[src/rtl/ps2_kbd_fifo_if.sv]
// CPU-side status/pop interface of the PS/2 keyboard receiver.
// The slave modport belongs to the receiver. The master modport belongs to the reader.
interface ps2_kbd_fifo_if #(
   parameter int CNT_W = 5
);
   logic             rdn;
   logic             clr_err;
   logic [7:0]       data;
   logic             ready;
   logic [CNT_W-1:0] count;
   logic             overflow;
   logic             parity_err;
   logic             frame_err;

   modport master (
      output rdn, clr_err,
      input  data, ready, count, overflow, parity_err, frame_err
   );

   modport slave (
      input  rdn, clr_err,
      output data, ready, count, overflow, parity_err, frame_err
   );
endinterface

[src/rtl/ps2_kbd_fifo.sv]
// PS/2 keyboard receiver. It checks parity, the stop bit and an inter-bit timeout.
// Good scan codes go into a DEPTH-entry FIFO, and the module keeps sticky error flags.
module ps2_kbd_fifo #(
   parameter int DEPTH       = 16,
   parameter int SYNC_STAGES = 2,
   parameter int TIMEOUT_CYC = 20000,
   parameter int CNT_W       = $clog2(DEPTH) + 1
) (
   input  logic          clk,
   input  logic          clrn,
   input  logic          ps2_clk,
   input  logic          ps2_data,
   ps2_kbd_fifo_if.slave bus
);
   localparam int AW = $clog2(DEPTH);
   localparam int TW = $clog2(TIMEOUT_CYC + 1);

   localparam logic [1:0] S_IDLE   = 2'd0;
   localparam logic [1:0] S_DATA   = 2'd1;
   localparam logic [1:0] S_PARITY = 2'd2;
   localparam logic [1:0] S_STOP   = 2'd3;

   logic [SYNC_STAGES-1:0] r_clk_sync;
   logic [SYNC_STAGES-1:0] r_dat_sync;
   logic                   r_clk_prev;
   logic                   r_fe;
   logic                   r_bit;

   logic [1:0]             r_state;
   logic [2:0]             r_bitcnt;
   logic [7:0]             r_shift;
   logic                   r_par;
   logic [TW-1:0]          r_tmo;

   logic [7:0]             r_mem [DEPTH];
   logic [AW-1:0]          r_wptr;
   logic [AW-1:0]          r_rptr;
   logic [CNT_W-1:0]       r_count;
   logic                   r_ovf;
   logic                   r_perr;
   logic                   r_ferr;

   logic w_abort;
   logic w_stop_fe;
   logic w_par_ok;
   logic w_push;
   logic w_pop;
   logic w_full;
   logic w_wr;
   logic w_ovf_ev;
   logic w_perr_ev;
   logic w_ferr_ev;

   // The synchroniser idles at 1, which is the PS/2 idle level. The data bit is delayed so it lines up with r_fe.
   always_ff @(posedge clk or negedge clrn) begin
      if (!clrn) begin
         r_clk_sync <= '1;
         r_dat_sync <= '1;
         r_clk_prev <= 1'b1;
         r_fe       <= 1'b0;
         r_bit      <= 1'b1;
      end else begin
         r_clk_sync <= {r_clk_sync[SYNC_STAGES-2:0], ps2_clk};
         r_dat_sync <= {r_dat_sync[SYNC_STAGES-2:0], ps2_data};
         r_clk_prev <= r_clk_sync[SYNC_STAGES-1];
         r_fe       <= r_clk_prev & ~r_clk_sync[SYNC_STAGES-1];
         r_bit      <= r_dat_sync[SYNC_STAGES-1];
      end
   end

   always_comb begin
      w_abort   = !r_fe && (r_state != S_IDLE) && (r_tmo == TW'(TIMEOUT_CYC - 1));
      w_stop_fe = r_fe && (r_state == S_STOP);
      w_par_ok  = ^{r_shift, r_par};
      w_push    = w_stop_fe && r_bit && w_par_ok;
      w_perr_ev = w_stop_fe && r_bit && !w_par_ok;
      w_ferr_ev = (w_stop_fe && !r_bit) || w_abort;
      w_pop     = !bus.rdn && (r_count != '0);
      w_full    = (r_count == CNT_W'(DEPTH));
      w_wr      = w_push && (!w_full || w_pop);
      w_ovf_ev  = w_push && w_full && !w_pop;
   end

   always_ff @(posedge clk or negedge clrn) begin
      if (!clrn) begin
         r_state  <= S_IDLE;
         r_bitcnt <= '0;
         r_shift  <= '0;
         r_par    <= 1'b0;
         r_tmo    <= '0;
      end else begin
         if (r_fe || (r_state == S_IDLE) || w_abort)
            r_tmo <= '0;
         else
            r_tmo <= r_tmo + 1'b1;

         if (w_abort) begin
            r_state <= S_IDLE;
         end else if (r_fe) begin
            case (r_state)
               S_IDLE: begin
                  // A falling edge with data high is a glitch, not a start bit.
                  if (!r_bit) begin
                     r_state  <= S_DATA;
                     r_bitcnt <= '0;
                  end
               end
               S_DATA: begin
                  r_shift  <= {r_bit, r_shift[7:1]};
                  r_bitcnt <= r_bitcnt + 1'b1;
                  if (r_bitcnt == 3'd7)
                     r_state <= S_PARITY;
               end
               S_PARITY: begin
                  r_par   <= r_bit;
                  r_state <= S_STOP;
               end
               default: r_state <= S_IDLE;
            endcase
         end
      end
   end

   always_ff @(posedge clk) begin
      if (w_wr)
         r_mem[r_wptr] <= r_shift;
   end

   always_ff @(posedge clk or negedge clrn) begin
      if (!clrn) begin
         r_wptr  <= '0;
         r_rptr  <= '0;
         r_count <= '0;
      end else begin
         if (w_wr)
            r_wptr <= r_wptr + 1'b1;
         if (w_pop)
            r_rptr <= r_rptr + 1'b1;
         case ({w_wr, w_pop})
            2'b10:   r_count <= r_count + 1'b1;
            2'b01:   r_count <= r_count - 1'b1;
            default: r_count <= r_count;
         endcase
      end
   end

   // If an error event and clr_err happen in the same cycle, the flag stays set.
   always_ff @(posedge clk or negedge clrn) begin
      if (!clrn) begin
         r_ovf  <= 1'b0;
         r_perr <= 1'b0;
         r_ferr <= 1'b0;
      end else begin
         r_ovf  <= w_ovf_ev  | (r_ovf  & ~bus.clr_err);
         r_perr <= w_perr_ev | (r_perr & ~bus.clr_err);
         r_ferr <= w_ferr_ev | (r_ferr & ~bus.clr_err);
      end
   end

   assign bus.data       = (r_count != '0) ? r_mem[r_rptr] : 8'h00;
   assign bus.ready      = (r_count != '0);
   assign bus.count      = r_count;
   assign bus.overflow   = r_ovf;
   assign bus.parity_err = r_perr;
   assign bus.frame_err  = r_ferr;
endmodule

[src/flat_wrapper.sv]
// flat-port wrapper written by rule: the top's interface ports become plain ports
module ps2_kbd_fifo_flat 
#(
   parameter int DEPTH       = 16,
   parameter int SYNC_STAGES = 2,
   parameter int TIMEOUT_CYC = 20000,
   parameter int CNT_W       = $clog2(DEPTH) + 1
)
  (clk, clrn, ps2_clk, ps2_data, bus_rdn, bus_clr_err, bus_data, bus_ready, bus_count, bus_overflow, bus_parity_err, bus_frame_err);
  ps2_kbd_fifo_if #(.CNT_W(CNT_W)) bus_i ();
  input  logic clk;
  input  logic clrn;
  input  logic ps2_clk;
  input  logic ps2_data;
  input wire logic [$bits(bus_i.rdn)-1:0] bus_rdn;
  input wire logic [$bits(bus_i.clr_err)-1:0] bus_clr_err;
  output wire logic [$bits(bus_i.data)-1:0] bus_data;
  output wire logic [$bits(bus_i.ready)-1:0] bus_ready;
  output wire logic [$bits(bus_i.count)-1:0] bus_count;
  output wire logic [$bits(bus_i.overflow)-1:0] bus_overflow;
  output wire logic [$bits(bus_i.parity_err)-1:0] bus_parity_err;
  output wire logic [$bits(bus_i.frame_err)-1:0] bus_frame_err;
  assign bus_i.rdn = bus_rdn;
  assign bus_i.clr_err = bus_clr_err;
  assign bus_data = bus_i.data;
  assign bus_ready = bus_i.ready;
  assign bus_count = bus_i.count;
  assign bus_overflow = bus_i.overflow;
  assign bus_parity_err = bus_i.parity_err;
  assign bus_frame_err = bus_i.frame_err;
  ps2_kbd_fifo #(.DEPTH(DEPTH), .SYNC_STAGES(SYNC_STAGES), .TIMEOUT_CYC(TIMEOUT_CYC), .CNT_W(CNT_W)) u_core (.clk(clk), .clrn(clrn), .ps2_clk(ps2_clk), .ps2_data(ps2_data), .bus(bus_i));
endmodule
[config.mk]
export PLATFORM = sky130hd
export DESIGN_NAME = ps2_kbd_fifo_flat
export DESIGN_NICKNAME = d
export VERILOG_FILES = /design/src/rtl/ps2_kbd_fifo_if.sv /design/src/rtl/ps2_kbd_fifo.sv /design/src/flat_wrapper.sv
export SDC_FILE = /design/constraint.sdc
export NUM_CORES = 1
export LEC_CHECK = 0
export CAP_MARGIN = 10
export CORE_ASPECT_RATIO = 0.8
export CORE_UTILIZATION = 50
export CTS_BUF_LIST = sky130_fd_sc_hd__clkbuf_2 sky130_fd_sc_hd__clkbuf_4 sky130_fd_sc_hd__clkbuf_8
export CTS_CLUSTER_DIAMETER = 40
export DETAILED_ROUTE_END_ITERATION = 10
export DONT_BUFFER_PORTS = 1
export PLACE_DENSITY = 0.67
export SYNTH_ARGS = -nofsm -noshare
export SYNTH_HDL_FRONTEND = slang
export SYNTH_SLANG_ARGS = --single-unit
[constraint.sdc]
create_clock -name clk -period 7.51 [get_ports clk]
set_input_delay 1.502 -clock clk [delete_from_list [all_inputs] [get_ports clk]]
set_output_delay 1.502 -clock clk [all_outputs]
set_load 0.02 [all_outputs]
==> metrics.txt <==
routed len/inst=21.49 um; cell row count=39; H-tree Lvls=4; Worst EP arrival=2870 ps; initial antenna violation count=0; post-route antenna net violation count=0; Clock power frac=0.257; Post-synth ARST share=0.2889; I/O Pins=23; sequential share of power=0.485; GR Overflow Total=0; Required @ worst endpoint=6010 ps; metal2 WL=6.459 mm; Clock Pin Slew Worst Setup and Hold Paths=90 ps; Mean Syn Cell Area=17.42 um2; minimum clock period=4369 ps; Sum Neg Setup Slack=0 ps; largest fanout on the critical path=24; final net count=456; largest net degree at the start of global routing=53; Comb pwr share=0.258; outcome=completed; Max IR drop VDD=0.1214 mV; worst min-delay path class=register to register; total number of vias=3675; global-route wire length before repair=21.28 mm; total track usage=0.1909; max-cap viol count=0; DIE WIDTH=139.2 um; Period Utilization, post-route=0.5818; residual DRC count=0; sequential fraction of the synthesis area=0.6845; CTS tree=built; Post-Synthesis Cells=432; Final Hold Vio Count=0; Layout area overhead=8.727%; Post-synth EDFFs=128; top_reg_cell synth=edfxtp_1; Met1 Wirelength=6.184 mm; path depth of the worst reg2reg path=5; CTS resizes=0; Num CTS Buffers=17; drt initial violations=287; R2R Path End=u_core.r_mem[12][3]; Worst R2R Start=u_core.r_shift[0]; clock skew=16.94 ps; total power=2.916 mW; clk root buf=clkbuf_8; Max Clock Freq=0.2289 GHz; Hold Buf Count CTS=0; commonest cells after routing, fill and taps aside=edfxtp_1, dfrtp_1, mux4_2, nor2_1; Hold Path Origin=u_core.r_dat_sync[0]; average vias per placed instance=5.815; vias in the first global route=3706; worst hold path depth=0; syn_nets=453; Die ar.=0.01555 mm2; Tightest Pin Transition=1137 ps; Worst Setup End Kind=output port; flop2flop setup slack=4060 ps; share of cells above drive strength 1=0.2366; DP HPWL=8.379 mm; switching share of power=0.3093; met3 WL=756 um; Slew Viols, Final=0; Die H=111.7 um; post-route cell area=0.008184 mm2; final WL=13.58 mm; pwr dens=356.3 mW/mm2; distinct cell type count after synthesis=48; FF+latch count, synth=180; mapped cell area=0.007527 mm2; Leakage=2.915 nW; Worst slew margin=0.2390; Core Region=0.01449 mm2; placed cell areas=0.007721 mm2; RSZ-0062 raised after global routing=false; clk buf depth=2; Sw Pwr=0.9020 mW; Port Buffers=0; first drt pass iteration count=5; clk sinks=180; yosys warns=0; clk_lat worst skew=460 ps; Post-CTS Setup Inserts=0; n_diodes=0; commonest non-fill, non-tap cell in the layout=edfxtp_1; crit path kind=register to output port; startpoint types=register; Worst Hold End=u_core.r_dat_sync[1]; internal power=2.014 mW; RD Place Congestion=0.7302; uppermost layer routed=met4; Starting Density=0.5194; Final Setup Violations=0
critical path, stage by stage (launching register included):
cell and delay [ps]:
dfrtp_2 630, buf_4 480, mux4_2 560, mux4_2 490, and2b_1 250
cell usage after synthesis, types with 7 or more instances:
master | n | area share
mux2_2 | 9 | 0.013
mux4_2 | 40 | 0.12
clkbuf_1 | 11 | 0.0055
ha_1 | 15 | 0.025
edfxtp_1 | 128 | 0.51
nand2_1 | 17 | 0.0085
inv_1 | 13 | 0.0065
nor3_1 | 7 | 0.0047
dfrtp_1 | 46 | 0.15
nand3_1 | 10 | 0.0066
and2_1 | 9 | 0.0075
xnor2_1 | 14 | 0.016
nor2_1 | 27 | 0.013
xor2_1 | 14 | 0.016
how the worst max path moves through the flow:
stage	slack [ps]	startpoint	endpoint
global placement	3600	u_core.r_rptr[0]	bus_data[5]
floorplan	3840	u_core.r_rptr[0]	bus_data[1]
detailed placement	3550	u_core.r_rptr[0]	bus_data[4]
CTS	3050	u_core.r_rptr[0]	bus_data[4]
global route	2950	u_core.r_rptr[0]	bus_data[4]
finish	3140	u_core.r_rptr[0]	bus_data[4]
power groups by stage:
stage	combinational, mW	clock (mW)	sequential (mW)
final	0.752	0.748	1.42
after global routing	0.819	0.796	1.44
after CTS	0.765	0.761	1.42
after detailed placement	0.758	0	1.44
after global placement	0.742	0	1.43
after floorplan	0.704	0	1.33
per-stage QoR:
| stage | worst slack [ps] | hold WS [ps] | std cells | util |
|---|---|---|---|---|
| floorplan | 3837 | 345.2 | 432 | - |
| global placement | 3600 | 345.8 | 600 | 0.5328 |
| detailed placement | 3554 | 347.0 | 600 | 0.5328 |
| CTS | 3048 | 367.4 | 632 | 0.5647 |
| global route | 2950 | 364.6 | 632 | 0.5647 |
| finish | 3141 | 366.0 | 632 | 0.5647 |
per-layer routing:
layer | vias to the layer above | global-route usage
met5 | - | 0
met4 | 0 | 0.07630
met3 | 17 | 0.04516
met2 | 109 | 0.2912
met1 | 1895 | 0.2681
li1 | 1654 | -
cells by family (layout without fill, tap and decap cells):
logic type,Yosys count,in the layout,share of synthesized area
fa+ha+maj,15,15,0.02493
compound gates,21,21,0.02111
xor+xnor,30,30,0.03890
buf+inv,31,47,0.01612
simple gates,102,102,0.07247
flops,180,180,0.6845
mux,53,53,0.1420
flip-flops by register name, summed over array words and instances (netlist names), 2 cells and up:
name and count:
u_core.r_mem 128, u_core.r_tmo 15, u_core.r_shift 8, u_core.bus.count 5, u_core.r_rptr 4, u_core.r_wptr 4, u_core.r_bitcnt 3, u_core.r_clk_sync 2
u_core.r_dat_sync 2, u_core.r_state 2
cell type report:
| cell class | instances | area [um2] |
|---|---|---|
| Clock buffer | 18 | 241.5 |
| Clock inverter | 14 | 221.5 |
| Fill cell | 1081 | 6309 |
| Inverter | 13 | 48.80 |
| Multi-Input combinational cell | 221 | 2273 |
| Sequential cell | 180 | 5154 |
| Tap cell | 184 | 230.2 |
| Timing Repair Buffer | 2 | 15.01 |
No activity file was read; power rests on OpenSTA's default activity.
